<file path="src/rtl/vector_pkg.sv">
// vector_pkg: opcodes, FSM state encoding and lane-slice helper shared by the vector unit
package vector_pkg;
  localparam logic [2:0] OP_VLD = 3'd0, OP_VST = 3'd1, OP_VADD = 3'd2, OP_VSUB = 3'd3, OP_VADDS = 3'd4, OP_VRED = 3'd5;
  typedef enum logic [2:0] {S_IDLE, S_LOAD, S_DRAIN, S_STORE, S_EXEC, S_DONE} state_t;
  function automatic int lane_lsb(input int i, input int ew);
    return i * ew;
  endfunction
endpackage

</file>
<file path="src/rtl/vector_regfile.sv">
// vector_regfile: NVREG x (LANES*EW) register file, two async read ports + debug read, one sync write, async active-low clear
module vector_regfile import vector_pkg::*; #(
  parameter int NVREG = 4,
  parameter int LANES = 4,
  parameter int EW = 8,
  localparam int RW = $clog2(NVREG),
  localparam int VW = LANES * EW
) (
  input  logic          clock,
  input  logic          reset,
  input  logic          we,
  input  logic [RW-1:0] wa,
  input  logic [VW-1:0] wd,
  input  logic [RW-1:0] ra1,
  input  logic [RW-1:0] ra2,
  input  logic [RW-1:0] dbg_sel,
  output logic [VW-1:0] rd1,
  output logic [VW-1:0] rd2,
  output logic [VW-1:0] dbg_vec
);
  logic [VW-1:0] regs [NVREG];
  assign rd1 = regs[ra1];
  assign rd2 = regs[ra2];
  assign dbg_vec = regs[dbg_sel];
  always_ff @(posedge clock or negedge reset)
    if (!reset) for (int i = 0; i < NVREG; i++) regs[i] <= '0;
    else if (we) regs[wa] <= wd;
endmodule

</file>
<file path="src/rtl/vector_unit.sv">
// vector_unit: vector coprocessor (VLD/VST/VADD/VSUB/VADDS/VRED) with start/done handshake and sequential memory port
module vector_unit import vector_pkg::*; #(
  parameter int LANES = 4,
  parameter int EW = 8,
  parameter int AW = 8,
  parameter int NVREG = 4,
  localparam int RW = $clog2(NVREG),
  localparam int VW = LANES * EW,
  localparam int SW = (LANES - 1) * EW,
  localparam int KW = $clog2(LANES)
) (
  input  logic          clock,
  input  logic          reset,
  input  logic          start,
  input  logic [2:0]    op,
  input  logic [RW-1:0] vd,
  input  logic [RW-1:0] vs1,
  input  logic [RW-1:0] vs2,
  input  logic [AW-1:0] base,
  output logic          busy,
  output logic          done,
  output logic          err,
  output logic [AW-1:0] mem_addr,
  output logic          mem_rden,
  output logic          mem_wren,
  output logic [EW-1:0] mem_wdata,
  input  logic [EW-1:0] mem_rdata,
  output logic [EW-1:0] scalar_out,
  output logic          n_flag,
  output logic          z_flag,
  input  logic [RW-1:0] dbg_sel,
  output logic [VW-1:0] dbg_vec
);
  state_t state;
  logic [2:0] op_q;
  logic [RW-1:0] vd_q, vs1_q, vs2_q, ra1;
  logic [KW-1:0] k;
  logic [SW-1:0] stage;
  logic [VW-1:0] rd1, rd2, res, wd;
  logic [EW-1:0] red;
  logic we, last;
  assign last = k == KW'(LANES - 1);
  assign ra1 = state == S_IDLE ? vs1 : vs1_q;
  assign we = state == S_DRAIN || (state == S_EXEC && (op_q == OP_VADD || op_q == OP_VSUB || op_q == OP_VADDS));
  assign wd = state == S_DRAIN ? {mem_rdata, stage} : res;
  vector_regfile #(.NVREG(NVREG), .LANES(LANES), .EW(EW)) u_vrf (
    .clock(clock), .reset(reset), .we(we), .wa(vd_q), .wd(wd),
    .ra1(ra1), .ra2(vs2_q), .dbg_sel(dbg_sel), .rd1(rd1), .rd2(rd2), .dbg_vec(dbg_vec)
  );
  for (genvar i = 0; i < LANES; i++) begin : g_lane
    logic [EW-1:0] a, b;
    logic [EW:0] s;
    assign a = rd1[lane_lsb(i, EW) +: EW];
    assign b = rd2[lane_lsb(i, EW) +: EW];
    assign s = {1'b0, a} + {1'b0, b};
    assign res[lane_lsb(i, EW) +: EW] = op_q == OP_VSUB ? a - b : op_q == OP_VADDS && s[EW] ? '1 : s[EW-1:0];
  end
  always_comb begin
    red = '0;
    for (int i = 0; i < LANES; i++) red = red + rd1[lane_lsb(i, EW) +: EW];
  end
  always_ff @(posedge clock or negedge reset)
    if (!reset) begin
      state <= S_IDLE;
      op_q <= '0;
      vd_q <= '0;
      vs1_q <= '0;
      vs2_q <= '0;
      k <= '0;
      stage <= '0;
      busy <= 1'b0;
      done <= 1'b0;
      err <= 1'b0;
      mem_addr <= '0;
      mem_rden <= 1'b0;
      mem_wren <= 1'b0;
      mem_wdata <= '0;
      scalar_out <= '0;
      n_flag <= 1'b0;
      z_flag <= 1'b0;
    end else
      case (state)
        S_IDLE:
          if (start) begin
            op_q <= op;
            vd_q <= vd;
            vs1_q <= vs1;
            vs2_q <= vs2;
            k <= '0;
            busy <= 1'b1;
            mem_addr <= base;
            mem_rden <= op == OP_VLD;
            mem_wren <= op == OP_VST;
            mem_wdata <= rd1[EW-1:0];
            state <= op == OP_VLD ? S_LOAD : op == OP_VST ? S_STORE : S_EXEC;
          end
        S_LOAD: begin
          if (k != '0) stage[lane_lsb(int'(k) - 1, EW) +: EW] <= mem_rdata;
          k <= k + KW'(1);
          mem_addr <= mem_addr + AW'(1);
          if (last) begin
            mem_rden <= 1'b0;
            state <= S_DRAIN;
          end
        end
        S_DRAIN: begin
          done <= 1'b1;
          state <= S_DONE;
        end
        S_STORE: begin
          k <= k + KW'(1);
          mem_addr <= mem_addr + AW'(1);
          mem_wdata <= rd1[lane_lsb(int'(k) + 1, EW) +: EW];
          if (last) begin
            mem_wren <= 1'b0;
            done <= 1'b1;
            state <= S_DONE;
          end
        end
        S_EXEC: begin
          if (op_q == OP_VRED) begin
            scalar_out <= red;
            n_flag <= red[EW-1];
            z_flag <= red == '0;
          end
          err <= op_q > OP_VRED;
          done <= 1'b1;
          state <= S_DONE;
        end
        S_DONE: begin
          done <= 1'b0;
          err <= 1'b0;
          busy <= 1'b0;
          state <= S_IDLE;
        end
        default: state <= S_IDLE;
      endcase
endmodule

</file>
<file path="config.mk">
export PLATFORM = sky130hd
export DESIGN_NAME = vector_unit
export DESIGN_NICKNAME = d
export VERILOG_FILES = /design/src/rtl/vector_pkg.sv /design/src/rtl/vector_regfile.sv /design/src/rtl/vector_unit.sv
export SDC_FILE = /design/constraint.sdc
export NUM_CORES = 1
export LEC_CHECK = 0
export CAP_MARGIN = 30
export CORE_MARGIN = 2
export CORE_UTILIZATION = 45
export CTS_CLUSTER_SIZE = 10
export DETAILED_ROUTE_END_ITERATION = 6
export PLACE_DENSITY_LB_ADDON = 0.12
export SYNTH_ARGS = -nofsm -noshare
export SYNTH_HDL_FRONTEND = slang
export SYNTH_SLANG_ARGS = --single-unit
export TNS_END_PERCENT = 50
</file>
<file path="constraint.sdc">
create_clock -name clock -period 14 [get_ports clock]
set_input_delay 2.1 -clock clock [delete_from_list [all_inputs] [get_ports clock]]
set_output_delay 2.1 -clock clock [all_outputs]
set_load 0.05 [all_outputs]
</file>
# Word-level counts from Yosys, hierarchy flattened
# Index checks and enable logic that the tools add are counted.
dict set report word_totals {
  regBits 197
  input_bits 30
  out_inout_bits 63
  elab_cells 140
}
dict set report op_classes {
  n_addsub 16
  magnitude_cmp 6
  eq_ne 14
  n_shift 3
  mux 45
  bitwise_logic 4
  n_reduce_logical 31
}
# cell n
set ops {}
lappend ops {{$mux 32} 8}
lappend ops {{$bmux 32 s2} 3}
lappend ops {{$bwmux 128} 1}
lappend ops {{$mux 8} 10}
lappend ops {{$demux 32 s2} 1}
lappend ops {{$add 8x8->9} 4}
lappend ops {{$neg 6->33} 1}
lappend ops {{$shift 8x33->24 const A} 1}
lappend ops {{$shiftx 8x33->24} 1}
lappend ops {{$pmux 8 s2} 2}
lappend ops {{$shiftx 32x7->8} 1}
lappend ops {{$sub 8x8->8} 4}
lappend ops {{$add 8x8->8} 3}
lappend ops {{$bwmux 24} 1}
lappend ops {{$mux 3} 5}
lappend ops {{$reduce_and 2->1} 7}
lappend ops {{$eq 3x2->1 const B} 4}
lappend ops {{$eq 3x3->1 const B} 4}
lappend ops {{$ge 3x3->1 const B} 4}
lappend ops {{$not 2->3} 4}
lappend ops {{$pmux 3 s4} 1}
lappend ops {{$reduce_bool 2->1} 6}
lappend ops {{$reduce_and 3->1} 3}
lappend ops {{$add 8x1->8 const B} 1}
lappend ops {{other kinds (19)} 39}

# Depth between registers and ports, before layout
# Gate-level depths: netlist of run 1.
dict set report depth {
  depth_word 12
  mapped_depth 22
  ltp_nobuf 18
}

# Modules after synthesis
# From an unflattened synthesis of run 1, not the netlist that was laid out.
dict set report unflattened {
  hier_cells 1187
  hier_area_um2 13706.9
}
# mod n_inst cells_per_inst area_each_um2 seq_area_each_um2
set by_module_without_submodules {}
lappend by_module_without_submodules {vector_regfile 1 389 7020.5 3203.1}
lappend by_module_without_submodules {vector_unit 1 798 6686.4 1701.6}

# Least setup slack after synthesis of run 1
# No wires, ideal clock.
dict set report synth_timing {
  kind {in2reg}
  start {in vs1[1]}
  end {reg scalar_out[7]}
  setup_time_ps 125
  arrival_ps 6819
  required_time_ps 13875
  path_slack_ps 7057
  path_stages 19
  n_path_buf 3
  path_cell_list {mux2i_1 > buf_6 > buf_2 > buf_1 > mux4_2 > fa_1 > inv_1 > fa_1 > inv_1 > ha_1 > fa_1 > a21o_1 > a21oi_1 > o21bai_1 > a21oi_1 > xor2_1 > xnor2_1 > xnor3_1 > mux2_2}
}
dict set report synth_via {
  elab_chain_cells 8
}
# item line
set synth_rtl {}
lappend synth_rtl {{start, declared} vector_unit.sv:17} ;# input logic [RW-1:0] vs1,
lappend synth_rtl {{$mux 2 (*)} vector_unit.sv:43} ;# assign ra1 = state == S_IDLE ? vs1 : vs1_q;
lappend synth_rtl {{$not 2->3 (implied by the code) (*)} vector_regfile.sv:22} ;# assign rd1 = regs[ra1];
lappend synth_rtl {{$bmux 32 s2 (*)} vector_regfile.sv:22}
lappend synth_rtl {{$mux 32 (implied by the code) (*) (2 in series)} vector_regfile.sv:22}
lappend synth_rtl {{$add 8x8->8 (2 in series)} vector_unit.sv:60} ;# for (int i = 0; i < LANES; i++) red = red + rd1[lane_lsb(i, EW) +: EW];
lappend synth_rtl {{$add 8x8->8 (*)} vector_unit.sv:60}
lappend synth_rtl {{end signal, assigned} vector_unit.sv:122} ;# scalar_out <= red;
lappend synth_rtl {{end, declared} vector_unit.sv:28} ;# output logic [EW-1:0] scalar_out,
# Every way passes the cells marked *; elsewhere a longest branch is shown, timed or not. The select of a mux whose other input is x is not followed.
# A chain may end at the register's enable or synchronous reset.

# Worst setup path in the final report of run 1
dict set report layout_timing {
  start {in vs1[0]}
  end {reg scalar_out[7]}
}
# Same word-level chain as after synthesis.

==> impl_metrics.json, run 1 <==
{
  "status": "finished, final reports clean",
  "worst-path-buf-inv": 4,
  "cp_max_fo": 35,
  "slew_viol_final": 0,
  "drc": 0,
  "fp-row-count": 63,
  "cts_made_buffers": 17,
  "avgViaCountPerCell": 5.97,
  "post_cts_resized": 0,
  "area_growth_pct": 14.0,
  "critical_path.slowest_cell": "mux4_2",
  "slowest_delay_ps": 720,
  "nFillCells": 2702,
  "crit_family": "adder cells",
  "grt_max_degree": 110,
  "crit_chain": "clkdlybuf4s50_1 > mux2i_4 > buf_4 > mux4_2 > fa_1 > inv_1 > fa_1 > inv_1 > ha_1 > fa_1 > a21o_1 > a21oi_1 > o21bai_1 > a21oi_1 > xor2_1 > xnor2_1 > xnor3_1 > mux2_2",
  "maxCapViolations": 0,
  "endpoint_kind": "flip-flop",
  "cts_tree": "built",
  "rsz0062_at_grt": "no",
  "fmax_mhz": 137,
  "crit_required_ps": 14340,
  "wl_per_cell_microns": 22.2,
  "relSlewSlack_pct": 35.5,
  "grt_pass1_vias": 10500,
  "skew_ps": 14.9,
  "dpl.hpwl_mm": 26.9,
  "hold_slack_ps": 481,
  "worst_pin_slew_ps": 961,
  "hold_buffers": 0,
  "period_minus_slack_ps": 7290,
  "whs_path_depth": 2,
  "worstRegToRegCells": 18,
  "synth_area_leaders": "dfrtp_1 (36%), mux4_2 (15%), ha_1 (7.0%), nand2_1 (5.9%), o21ai_0 (5.2%)",
  "placed_cell_area_sq_mm": 0.0147,
  "syn-cell-area_sq_mm": 0.0134,
  "period_share_pct": 52.0,
  "yosysTopAreaCell": "dfrtp_1",
  "portBuffers": 92,
  "final_common_cell": "nand2_1",
  "antenna-diode-count": 0,
  "stdcell_area_sq_mm": 0.0153,
  "core-area_sq_mm": 0.0296,
  "synthCells": 1342,
  "met1_length_mm": 17.4,
  "antenna_found_initial": 0,
  "dr_wl_met2_mm": 19.0,
  "synth-seq-cells": 196,
  "fin_nets": 1521,
  "drt_iter0_markers": 883,
  "cts.sinks": 196,
  "multiInputGateArea_sq_mm": 0.00792,
  "cp.depth": 18,
  "finalSetupViolations": 0,
  "globalplace.congestion": 0.859,
  "avgSynthCellArea_sq_um": 10.0,
  "drive_above_1_share_pct": 12.3,
  "vias": 10700,
  "path_class": "in -> reg",
  "clk_latency_ps": 450,
  "grt-ovfl-total": 0,
  "drt-pass1-iter-count": 6,
  "synth_flop_cell": "dfrtp_1",
  "met3_length_mm": 2.39,
  "htreeDepth": 4,
  "post_cts_buffers": 0,
  "postRouteWirelength_mm": 39.9,
  "ant_nets": 0,
  "yosysWarnings": 0,
  "synthArstFlopShare_pct": 100,
  "cts_root_buffer": "clkbuf_16",
  "fin_ws_ps": 6710,
  "fp.dieArea_sq_mm": 0.0313,
  "synth_edf_count": 0,
  "fin_setup_tns_ps": 0,
  "top_layer_used": "met4",
  "yosysSeqAreaShare_pct": 36.5,
  "pre_cts_ws_ps": 6210,
  "cp-start-kind": "primary input",
  "crit_top_cell": "fa_1",
  "synthDominantCellAreaShare_pct": 36.5,
  "ctsLongestPathBuffers": 2,
  "initial_utilization_pct": 45.5,
  "synth_fp_nets": 1468,
  "final_hold_viol_count": 0,
  "final_cell_mix": "nand2_1 (212), dfrtp_1 (194), o21ai_0 (139), mux4_2 (92)",
  "cp.arrival_ps": 7620,
  "cts.reportedPaths.clkPinSlew_ps": 80,
  "die_h_microns": 177,
  "regArea_sq_mm": 0.00491,
  "grt_pass1_wl_mm": 62.4,
  "hp-class": "reg -> reg",
  "dieWidth_microns": 177,
  "boundaryPins": 93,
  "gr-usage-all-layers_pct": 26.5,
  "synth_cell_types": 60
}
per-stage QoR:
step	util, %	cells
2_1_floorplan	-	1342
3_3_place_gp	49.7	1764
3_5_place_dp	49.8	1765
4_1_cts	51.8	1795
5_1_grt	51.8	1796
6_report	51.8	1796
cell type report:
| class | instances | area share [%] |
|---|---|---|
| inverters | 90 | 2.20 |
| multi-input cells | 978 | 51.7 |
| flip-flops and latches | 196 | 32.0 |
| well taps | 390 | 3.18 |
| clock inverters | 8 | 0.669 |
| repair buffers | 112 | 7.21 |
| clock buffers | 22 | 3.03 |
sequential cells by signal (all words and copies together), names as in the netlist, 3 cells and up:
register / count
mem_addr: 8
stage: 24
state: 3
mem_wdata: 8
u_vrf.regs: 128
op_q: 3
scalar_out: 8
path summary, 6_finish.rpt:
kind	startpoint	end	slack, ps
min in group asynchronous	reset	mem_addr[6]	1490
hold reg to reg	err	err	480
setup reg to reg	state[1]	scalar_out[7]	7570
max in group asynchronous	reset	u_vrf.regs[119]	11640
hold / removal	err	err	480
setup / recovery	vs1[0]	scalar_out[7]	6710
per-layer routing:
layer	vias to the layer above	GRT usage [%]
met1	5355	35.8
met5	-	0
li1	4926	-
met3	57	4.75
met4	0	8.47
met2	376	43.4
cell families after synthesis:
group / count (synthesis) / synth area share (%)
simple gates: 357 / 11.4
buf+inv: 168 / 4.89
xor+xnor: 31 / 2.12
fa+ha+maj: 96 / 10.1
compound gates: 362 / 16.5
flops: 196 / 36.5
mux: 132 / 18.5
cells in the mapped netlist, types with 2 or more instances:
library cell,instances
xnor2_1,21
o21bai_1,19
o31ai_1,23
a22oi_1,2
mux2_2,14
o21ba_2,2
a211oi_1,6
a21o_1,16
nand4b_1,2
nor2_1,68
o32ai_1,2
and2_1,6
xor2_1,9
nand2b_1,10
ha_1,75
a22o_1,24
mux2i_1,25
o22ai_1,22
nor2b_1,11
nor3_1,16
buf_6,2
o211ai_1,5
or4_1,2
fa_1,21
nand2_1,213
o21ai_0,139
and3_1,2
a21oi_1,78
o221a_2,2
buf_2,7
nor3b_1,2
or3_1,5
dfrtp_1,196
nand3_1,12
mux4_2,92
o21a_1,2
a221oi_1,11
buf_1,9
or2_2,2
inv_1,89
clkbuf_1,59
worst register-to-register path: stages, from the launching register on:
cell      delay (ps)
dfrtp_1          600
nor3_4           540
mux2i_4          300
buf_4            640
mux4_2           740
fa_1             580
inv_1             60
fa_1             530
inv_1             50
ha_1             210
fa_1             410
a21o_1           200
a21oi_1          230
o21bai_1         100
a21oi_1          180
xor2_1           180
xnor2_1          170
xnor3_1          360
mux2_2           270
Power of run 1 is left out: the tool's default activity adds up to more than one toggle a clock period on the data nets, which glitch-free logic cannot reach.
==> run 2: changes to the inputs <==
==> constraint.sdc (replaced) <==
create_clock -name clock -period 6.6 [get_ports clock]
set_input_delay 0.99 -clock clock [delete_from_list [all_inputs] [get_ports clock]]
set_output_delay 0.99 -clock clock [all_outputs]
set_load 0.05 [all_outputs]
==> run 2 against run 1 <==
Effect of this change:
- sequential cell count stayed put
- sequential share of layout area decreased by 0.060 points
- utilization is 0.097 points higher
- critical path type is now reg -> reg
- critical path depth unchanged
- die area unchanged
- critical endpoint unchanged
- design area up 0.19%
- final cell count up 0.67%
- clock skew rose by 3.3 ps
- global-route usage is 0.79 points higher
- setup slack worse by 6000 ps
==> impl_metrics.json, run 2 (synthesized netlist as in run 1, its figures left out) <==
{
  "path_class": "reg -> reg",
  "area_growth_pct": 14.2,
  "cts_made_buffers": 17,
  "maxCapViolations": 0,
  "drive_above_1_share_pct": 13.2,
  "crit_required_ps": 6950,
  "hp-class": "reg -> reg",
  "ctsLongestPathBuffers": 2,
  "vias": 10800,
  "boundaryPins": 93,
  "htreeDepth": 4,
  "period_share_pct": 88.6,
  "worst_pin_slew_ps": 974,
  "cp.arrival_ps": 6200,
  "core-area_sq_mm": 0.0296,
  "fin_nets": 1531,
  "fp.dieArea_sq_mm": 0.0313,
  "period_minus_slack_ps": 5850,
  "gr-usage-all-layers_pct": 27.3,
  "clk_latency_ps": 460,
  "largest_register_ff_count": 128,
  "grt_max_degree": 73,
  "grt-ovfl-total": 0,
  "ant_nets": 0,
  "top_regs": "u_vrf.regs x128, stage x24",
  "drt-pass1-iter-count": 5,
  "relSlewSlack_pct": 34.7,
  "globalplace.congestion": 0.943,
  "fin_setup_tns_ps": 0,
  "cp-start-kind": "flip-flop",
  "die_h_microns": 177,
  "cts.sinks": 196,
  "top_register": "u_vrf.regs",
  "status": "finished, final reports clean",
  "final_cell_mix": "nand2_1 (212), dfrtp_1 (194), o21ai_0 (139), mux4_2 (92)",
  "fp-row-count": 63,
  "cts_root_buffer": "clkbuf_16",
  "wl_per_cell_microns": 22.5,
  "dieWidth_microns": 177,
  "post_cts_resized": 0,
  "slew_viol_final": 0,
  "final_common_cell": "nand2_1",
  "grt_pass1_vias": 10700,
  "skew_ps": 18.2,
  "fmax_mhz": 171,
  "postRouteWirelength_mm": 40.7,
  "final_hold_viol_count": 0,
  "grt_pass1_wl_mm": 64.2,
  "drc": 0,
  "finalSetupViolations": 0,
  "portBuffers": 92,
  "initial_utilization_pct": 45.5,
  "antenna_found_initial": 0,
  "hold_buffers": 0,
  "cts.reportedPaths.clkPinSlew_ps": 80,
  "cp_max_fo": 17,
  "endpoint_kind": "flip-flop",
  "antenna-diode-count": 0,
  "avgViaCountPerCell": 5.98,
  "dpl.hpwl_mm": 29.3,
  "cts_tree": "built",
  "rsz0062_at_grt": "no",
  "post_cts_buffers": 0,
  "drt_iter0_markers": 870
}
run 2: worst paths after layout:
path	startpoint	endpoint	slack, ps	cells after the start
max in group asynchronous	reset	u_vrf.regs[86]	4710	2
worst max register to register	state[2]	scalar_out[7]	750	18
worst min-delay path	err	err	490	2
worst min register to register	err	err	490	2
worst max-delay path	state[2]	scalar_out[7]	750	18
min in group asynchronous	reset	mem_addr[4]	530	1
run 2: per-layer routing:
layer	track usage (%)	share of wire (%)
met5	0	0
met4	7.30	2.1
met2	43.8	47
met1	38.8	45
met3	3.97	5.6
run 2: stage by stage:
step / utilization [%] / instances / instance area, sq um / setup slack, ps / hold WS (ps)
detailed placement: 50.1 / 1776 / 14800 / 357 / 472
global placement: 50.1 / 1776 / 14800 / 416 / 461
CTS: 51.9 / 1808 / 15400 / 685 / 491
finish: 51.9 / 1808 / 15400 / 751 / 488
floorplan: - / 1342 / 13400 / 767 / 445
global route: 51.9 / 1808 / 15400 / 359 / 517
run 2: critical path, stage by stage (launching register included):
cell and delay (ps):
dfrtp_1 580, nor3_4 390, mux2i_4 550, buf_4 260, buf_4 210, mux4_2 600, fa_1 510, inv_1 50
fa_1 530, inv_1 40, ha_1 330, a21o_1 180, a21oi_1 230, o21bai_1 110, a21oi_1 170, xor2_1 180
xnor2_1 160, xnor3_1 370, mux2_2 270
run 2: area by class of cell:
cell class / instances / area, sq um
inverters: 90 / 338
repair buffers: 122 / 1140
multi-input cells: 978 / 7920
clock inverters: 14 / 118
well taps: 390 / 488
flip-flops and latches: 196 / 4910
clock buffers: 18 / 439
fillers: 2704 / 14200
Power of run 2 is left out for the same reason.
